<file path="src/rtl/arith_muldiv.sv">
// RV32I/M-style ALU: single-cycle base ops, iterative shift-add multiply and restoring divide.
// Define ARITH_M_EXT_EN to build the M-extension datapath; otherwise metadata 01 encodings are illegal.
module arith_muldiv #(
    parameter int DATA_WIDTH = 32
) (
    input  logic                  clk,
    input  logic                  rst,
    input  logic                  in_valid,
    output logic                  in_ready,
    input  logic [DATA_WIDTH-1:0] lhs,
    input  logic [DATA_WIDTH-1:0] rhs,
    input  logic [2:0]            operation,
    input  logic [6:0]            metadata,
    output logic                  out_valid,
    input  logic                  out_ready,
    output logic [DATA_WIDTH-1:0] result,
    output logic                  illegal
);

    localparam int W  = DATA_WIDTH;
    localparam int CW = $clog2(W);

    typedef enum logic [1:0] {IDLE, MUL, DIV, DONE} state_t;

    state_t        state_q, state_d;
    logic [W-1:0]  result_q, result_d;
    logic          illegal_q, illegal_d;

    logic [W-1:0]  base_res;
    logic          base_ok;
    logic [CW-1:0] shamt;

`ifdef ARITH_M_EXT_EN
    localparam logic [CW-1:0] LAST    = CW'(W - 1);
    localparam logic [W-1:0]  MOST_NEG = {1'b1, {(W-1){1'b0}}};

    // hi/lo hold the running product (MUL) or remainder/quotient (DIV); a holds the other operand.
    logic [CW-1:0]  cnt_q, cnt_d;
    logic [W-1:0]   hi_q, hi_d, lo_q, lo_d, a_q, a_d;
    logic [1:0]     op_q, op_d;
    logic           negq_q, negq_d, negr_q, negr_d;
    logic [W:0]     step;
    logic [2*W-1:0] prod;
    logic [W-1:0]   lhs_mag, rhs_mag, quo, rem;
    logic           sgn_a, sgn_b;
`endif

    always_ff @(posedge clk or posedge rst) begin
        if (rst) begin
            state_q   <= IDLE;
            result_q  <= '0;
            illegal_q <= 1'b0;
`ifdef ARITH_M_EXT_EN
            cnt_q     <= '0;
            hi_q      <= '0;
            lo_q      <= '0;
            a_q       <= '0;
            op_q      <= '0;
            negq_q    <= 1'b0;
            negr_q    <= 1'b0;
`endif
        end else begin
            state_q   <= state_d;
            result_q  <= result_d;
            illegal_q <= illegal_d;
`ifdef ARITH_M_EXT_EN
            cnt_q     <= cnt_d;
            hi_q      <= hi_d;
            lo_q      <= lo_d;
            a_q       <= a_d;
            op_q      <= op_d;
            negq_q    <= negq_d;
            negr_q    <= negr_d;
`endif
        end
    end

    always_comb begin
        base_res = '0;
        base_ok  = 1'b1;
        shamt    = rhs[CW-1:0];
        if (metadata == 7'h00) begin
            case (operation)
                3'd0:    base_res = lhs + rhs;
                3'd1:    base_res = lhs << shamt;
                3'd2:    base_res = {{(W-1){1'b0}}, $signed(lhs) < $signed(rhs)};
                3'd3:    base_res = {{(W-1){1'b0}}, lhs < rhs};
                3'd4:    base_res = lhs ^ rhs;
                3'd5:    base_res = lhs >> shamt;
                3'd6:    base_res = lhs | rhs;
                default: base_res = lhs & rhs;
            endcase
        end else if (metadata == 7'h20 && operation == 3'd0) begin
            base_res = lhs - rhs;
        end else if (metadata == 7'h20 && operation == 3'd5) begin
            base_res = W'($signed(lhs) >>> shamt);
        end else begin
            base_ok = 1'b0;
        end
    end

    always_comb begin
        state_d   = state_q;
        result_d  = result_q;
        illegal_d = illegal_q;
`ifdef ARITH_M_EXT_EN
        cnt_d   = cnt_q;
        hi_d    = hi_q;
        lo_d    = lo_q;
        a_d     = a_q;
        op_d    = op_q;
        negq_d  = negq_q;
        negr_d  = negr_q;
        step    = '0;
        prod    = '0;
        quo     = '0;
        rem     = '0;
        sgn_a   = 1'b0;
        sgn_b   = 1'b0;
        lhs_mag = lhs[W-1] ? -lhs : lhs;
        rhs_mag = rhs[W-1] ? -rhs : rhs;
`endif
        case (state_q)
            IDLE: begin
                if (in_valid) begin
                    state_d   = DONE;
                    result_d  = base_ok ? base_res : '0;
                    illegal_d = !base_ok;
`ifdef ARITH_M_EXT_EN
                    if (metadata == 7'h01) begin
                        illegal_d = 1'b0;
                        op_d      = operation[1:0];
                        cnt_d     = '0;
                        hi_d      = '0;
                        if (!operation[2]) begin
                            // Multiply unsigned magnitudes, fix the sign at the end.
                            sgn_a  = (operation != 3'd3);
                            sgn_b  = !operation[1];
                            lo_d   = (sgn_a && lhs[W-1]) ? lhs_mag : lhs;
                            a_d    = (sgn_b && rhs[W-1]) ? rhs_mag : rhs;
                            negq_d = (sgn_a && lhs[W-1]) ^ (sgn_b && rhs[W-1]);
                            state_d = MUL;
                        end else begin
                            sgn_a = !operation[0];
                            if (rhs == '0) begin
                                result_d = operation[1] ? lhs : '1;
                            end else if (sgn_a && lhs == MOST_NEG && rhs == '1) begin
                                result_d = operation[1] ? '0 : lhs;
                            end else begin
                                lo_d    = (sgn_a && lhs[W-1]) ? lhs_mag : lhs;
                                a_d     = (sgn_a && rhs[W-1]) ? rhs_mag : rhs;
                                negq_d  = sgn_a && (lhs[W-1] ^ rhs[W-1]);
                                negr_d  = sgn_a && lhs[W-1];
                                state_d = DIV;
                            end
                        end
                    end
`endif
                end
            end
`ifdef ARITH_M_EXT_EN
            MUL: begin
                step  = {1'b0, hi_q} + (lo_q[0] ? {1'b0, a_q} : '0);
                hi_d  = step[W:1];
                lo_d  = {step[0], lo_q[W-1:1]};
                cnt_d = cnt_q + 1'b1;
                if (cnt_q == LAST) begin
                    prod     = negq_q ? -{hi_d, lo_d} : {hi_d, lo_d};
                    result_d = (op_q == 2'd0) ? prod[W-1:0] : prod[2*W-1:W];
                    cnt_d    = '0;
                    state_d  = DONE;
                end
            end
            DIV: begin
                step = {hi_q, lo_q[W-1]} - {1'b0, a_q};
                if (!step[W]) begin
                    hi_d = step[W-1:0];
                    lo_d = {lo_q[W-2:0], 1'b1};
                end else begin
                    hi_d = {hi_q[W-2:0], lo_q[W-1]};
                    lo_d = {lo_q[W-2:0], 1'b0};
                end
                cnt_d = cnt_q + 1'b1;
                if (cnt_q == LAST) begin
                    quo      = negq_q ? -lo_d : lo_d;
                    rem      = negr_q ? -hi_d : hi_d;
                    result_d = op_q[1] ? rem : quo;
                    cnt_d    = '0;
                    state_d  = DONE;
                end
            end
`endif
            DONE: begin
                if (out_ready) state_d = IDLE;
            end
            default: state_d = IDLE;
        endcase
    end

    assign in_ready  = (state_q == IDLE);
    assign out_valid = (state_q == DONE);
    assign result    = result_q;
    assign illegal   = illegal_q;

endmodule

</file>
<file path="config.mk">
export PLATFORM = sky130hd
export DESIGN_NAME = arith_muldiv
export DESIGN_NICKNAME = d
export VERILOG_FILES = /design/src/rtl/arith_muldiv.sv
export SDC_FILE = /design/constraint.sdc
export NUM_CORES = 1
export LEC_CHECK = 0
export ABC_AREA = 1
export CAP_MARGIN = 30
export CORE_ASPECT_RATIO = 1.1
export CORE_MARGIN = 1
export CORE_UTILIZATION = 50
export DETAILED_ROUTE_END_ITERATION = 7
export DONT_BUFFER_PORTS = 1
export PLACE_DENSITY = 0.69
export RECOVER_POWER = 50
export SYNTH_ARGS = -nofsm -noshare
export SYNTH_HDL_FRONTEND = slang
export SYNTH_SLANG_ARGS = --single-unit
</file>
<file path="constraint.sdc">
create_clock -name clk -period 1.8 [get_ports clk]
set_clock_uncertainty 0.05 [all_clocks]
set_input_delay 0.36 -clock clk [delete_from_list [all_inputs] [get_ports clk]]
set_output_delay 0.36 -clock clk [all_outputs]
set_load 0.05 [all_outputs]
</file>
==> impl_metrics.json, run 1 <==
{
  "status": "aborted with a tool error",
  "stop_stage": "5_1_grt",
  "error": "[ERROR GRT-0232] Routing congestion too high. Check the congestion heatmap in the GUI.",
  "ys_seq_area_frac": 0.0712,
  "grt_max_degree": 66,
  "root_buffer": "clkbuf_16",
  "initial_core_util": 0.516,
  "worst-endpoint-pin-kind": "sequential cell input",
  "dieWidth_um": 149,
  "die_h_um": 164,
  "ctsLongestPathBuffers": 2,
  "synthFlopType": "dfrtp_1",
  "rows": 58,
  "avgSynthCellArea_um2": 5.03,
  "cts_made_buffers": 5,
  "numPortBuffers": 0,
  "syn-num-nets": 2553,
  "synth_edf_count": 0,
  "synth_seq_cells": 34,
  "dp_hpwl_mm": 52.6,
  "grt.total_usage": 0.798,
  "hold_buffers": 0,
  "netlist_instances": 2376,
  "ios": 113,
  "numClockSinks": 34,
  "synth_cell_type_count": 48,
  "postPlaceCellArea_um2": 15200,
  "htreeDepth": 2,
  "ys_warn_count": 0,
  "async_reset_ff_frac": 1.00,
  "overflow": 93,
  "syn_area_um2": 11900,
  "gp_congestion": 1.12,
  "worst_endpoint": "result[2]$_DFFE_PP0P_/D",
  "dp_slack_ns": -0.751
}
logic make-up after synthesis:
family	after synthesis	synth area share
buf+inv	425	0.146
flops	34	0.0712
simple gates	1597	0.572
xor+xnor	10	0.00733
compound gates	211	0.0989
fa+ha+maj	99	0.105
through the flow:
step	hold slack, ns	instances	setup TNS, ns
after CTS	0.0384	3018	-1.59
after detailed placement	0.344	2985	-17.61
after global placement	0.330	2985	-16.57
after floorplan	0.418	2376	-10.28
Yosys cell counts (15+ instances only):
library cell	n	area, um^2
nand2_1	873	3280
nand3_1	425	2130
inv_1	295	1110
nor2_1	190	713
a21oi_1	110	551
ha_1	97	1210
buf_2	57	285
o21ai_0	48	240
dfrtp_1	34	851
clkbuf_1	32	120
nand4_1	30	188
nor3_1	23	115
and2_1	19	119
or2_2	15	93.8
per-layer routing:
| layer | global-route usage | GRT overflow |
|---|---|---|
| met1 | 0.804 | 2 |
| met2 | 0.944 | 58 |
| met3 | 0.675 | 3 |
| met4 | 0.744 | 30 |
| met5 | 0.435 | 0 |
what timing repair did:
action                                  CTS
hold endpoints to repair                  0
cloned                                    1
pin swaps                               121
endpoints found under the setup margin   32
gates resized for setup                 362
buffers inserted                         25
==> run 2, diff against run 1 <==
- CORE_ASPECT_RATIO: 1.1 -> default
- CORE_UTILIZATION: 50 -> 35
- PLACE_DENSITY: 0.69 -> default
- PLACE_DENSITY_LB_ADDON: default -> 0.15
==> run 2 against run 1 <==
  * The flow now finishes, with violations (design-rule violations, negative setup slack)
  * Synthesized cell count did not move
  * Area after synthesis did not move
==> impl_metrics.json, run 2 <==
{
  "status": "finished, violations left",
  "failed_checks": "design-rule violations, negative setup slack",
  "cts_tree": "built",
  "fmax_mhz": 461,
  "worstReg2RegStart": "state_q[0]",
  "gp_congestion": 1.05,
  "insertion_delay_ns": 0.28,
  "slew_headroom": 0.426,
  "grt_max_degree": 73,
  "routed_wirelength_mm": 71.6,
  "hold_viol": 0,
  "netlist_instances": 2376,
  "p_per_area_nw_per_um2": 423,
  "worst_slack_ns": -0.371,
  "slew_viol_final": 0,
  "async_reset_ff_frac": 1.00,
  "crit_type": "in -> reg",
  "numPortBuffers": 0,
  "seqCellArea_um2": 852,
  "dieArea_um2": 34900,
  "synth_seq_cells": 34,
  "synth_common_cells": "nand2_1, nand3_1, inv_1, nor2_1, a21oi_1",
  "rows": 67,
  "synth_cell_type_count": 48,
  "syn_area_um2": 11900,
  "avgRoutedWirePerCell_um": 22.4,
  "startpoint_type": "input port",
  "htreeDepth": 2,
  "grt_pass1_vias": 16500,
  "cp.required_ns": 1.92,
  "hold_path_end": "state_q[0]",
  "crit_top_cell": "nand2_1",
  "most-common-layout-cells": "nand2_1, buf_4, nand3_1, inv_1, nor2_1",
  "clk_pin_slew_worst_paths_ns": 0.05,
  "syn-num-nets": 2553,
  "min_period_ns": 2.17,
  "setup_viol": 31,
  "end_kind": "flip-flop",
  "vias": 17500,
  "multi_input_area_um2": 11300,
  "numClockSinks": 34,
  "dp_hpwl_mm": 58.7,
  "ant_nets": 0,
  "fp.coreArea_um2": 33500,
  "initial_core_util": 0.356,
  "crit_slowest_cell": "fa_2",
  "grt_pass1_wl_mm": 104,
  "crit_fanout": 5,
  "synth_edf_count": 0,
  "drt_first_pass_iters": 8,
  "drc": 6,
  "crit_chain": "clkinv_16 > ha_4 > inv_4 > fa_2 > nand2_4 > nand2_4 > and2_4 > nand2_2 > nand3b_1 > buf_6 > buf_6 > xor2_1 > nand2_1 > o21ai_1 > nand2_1 > nand2_1 > nand2_1",
  "hold_slack_ns": 0.140,
  "area_growth_pct": 51.7,
  "grt.total_usage": 0.399,
  "die_h_um": 187,
  "critPathMaxStageDelay_ns": 0.37,
  "antennaDiodeCount": 0,
  "vias_per_cell": 5.47,
  "cts_made_buffers": 5,
  "yosys.area.top_type": "nand2_1",
  "hp-start": "out_ready",
  "r2r_slack_ns": 0.30,
  "worst_pin_slew_ns": 0.861,
  "r2r-end": "result[2]",
  "final_util": 0.540,
  "leakagePower_nw": 9.70,
  "whs_path_depth": 1,
  "root_buffer": "clkbuf_16",
  "ios": 113,
  "nets": 2918,
  "ys_seq_area_frac": 0.0712,
  "synth_top_area_share": 0.274,
  "crit_arrival_ns": 2.29,
  "ys_warn_count": 0,
  "drt_iter0_drc": 2072,
  "nFillCells": 3602,
  "final_common_cell": "nand2_1",
  "rsz0062_at_grt": "true",
  "drive_above_1_share": 0.337,
  "synthFlopType": "dfrtp_1",
  "antenna_found_initial": 0,
  "dp_slack_ns": -0.740,
  "dieWidth_um": 187,
  "ctsLongestPathBuffers": 2,
  "hold_buffers": 0,
  "avgSynthCellArea_um2": 5.03,
  "yosysMostFrequentCell": "nand2_1",
  "holdCritPathClass": "in -> reg",
  "period_share": 1.21,
  "largest_register_ffs": 32,
  "ir_worst_vdd_mv": 0.439,
  "reg2regPathDepth": 6,
  "overflow": 0,
  "synth_area_leaders": "nand2_1, nand3_1, ha_1",
  "maxCapViolCount": 0
}
-- run 2: worst max-delay path, delay by kind of cell --
family / cells / cell delay [ns]
AO/OA/AOI/OAI: 1 / 0.08
XOR/XNOR: 1 / 0.13
adder cells (fa/ha/maj): 2 / 0.50
buffers and inverters: 4 / 0.39
AND/OR/NAND/NOR: 9 / 0.82
-- run 2: metrics by stage --
| step | cell area [um^2] | TNS (ns) | power (mW) | cells |
|---|---|---|---|---|
| after global placement | 15500 | -18.89 | 5.63 | 3136 |
| final | 18100 | -5.35 | 7.66 | 3190 |
| after global routing | 18100 | -7.94 | 8.12 | 3190 |
| after detailed placement | 15500 | -18.93 | 5.64 | 3136 |
| after CTS | 17400 | -3.94 | 7.29 | 3172 |
| after floorplan | 12200 | -10.28 | 3.68 | 2376 |
-- run 2: worst max path at each step --
stage,from,endpoint,cells after the start
after floorplan,rhs[4],result[29],20
after global placement,lhs[20],result[21],15
after detailed placement,lhs[7],result[0],17
after CTS,lhs[0],result[12],17
after global routing,lhs[0],result[12],17
final,lhs[0],result[12],17
-- run 2: area by class of cell --
| type | count | share of cell area |
|---|---|---|
| Multi-Input combinational cell | 1917 | 0.623 |
| Sequential cell | 34 | 0.0470 |
| Timing Repair Buffer | 473 | 0.220 |
| Clock buffer | 7 | 0.00732 |
| Clock inverter | 1 | 0.00166 |
| Inverter | 310 | 0.0708 |
| Tap cell | 448 | 0.0309 |
-- run 2: layer usage --
metal,part of all wire,vias to the layer above,global-route usage
met2,0.44,815,0.644
met1,0.42,8145,0.517
met4,0.060,0,0.191
li1,-,8334,-
met3,0.083,156,0.0638
met5,0,-,0
-- run 2: cells by family after synthesis --
kind of cell | share of synthesized area
and+or+nand+nor | 0.572
AOI/OAI and AO/OA | 0.0989
buffers and inverters | 0.146
xor gates and xnor gates | 0.00733
adders and majority gates | 0.105
DFF | 0.0712
-- run 2: repair_timing --
action                     in CTS  in global routing
setup endpoints to repair      32                 32
setup buffers                  27                 18
gates cloned                    1                  2
pin swaps                     139                 98
resized for setup             408                166
-- run 2: where the power goes --
| part | internal, mW | leakage (nW) | switching, mW | total, mW |
|---|---|---|---|---|
| combinational | 2.28 | 9.19 | 3.17 | 5.46 |
| clock | 0.653 | 0.0781 | 0.302 | 0.956 |
| sequential | 0.852 | 0.436 | 0.393 | 1.24 |
(Power assumes the default switching activity.)
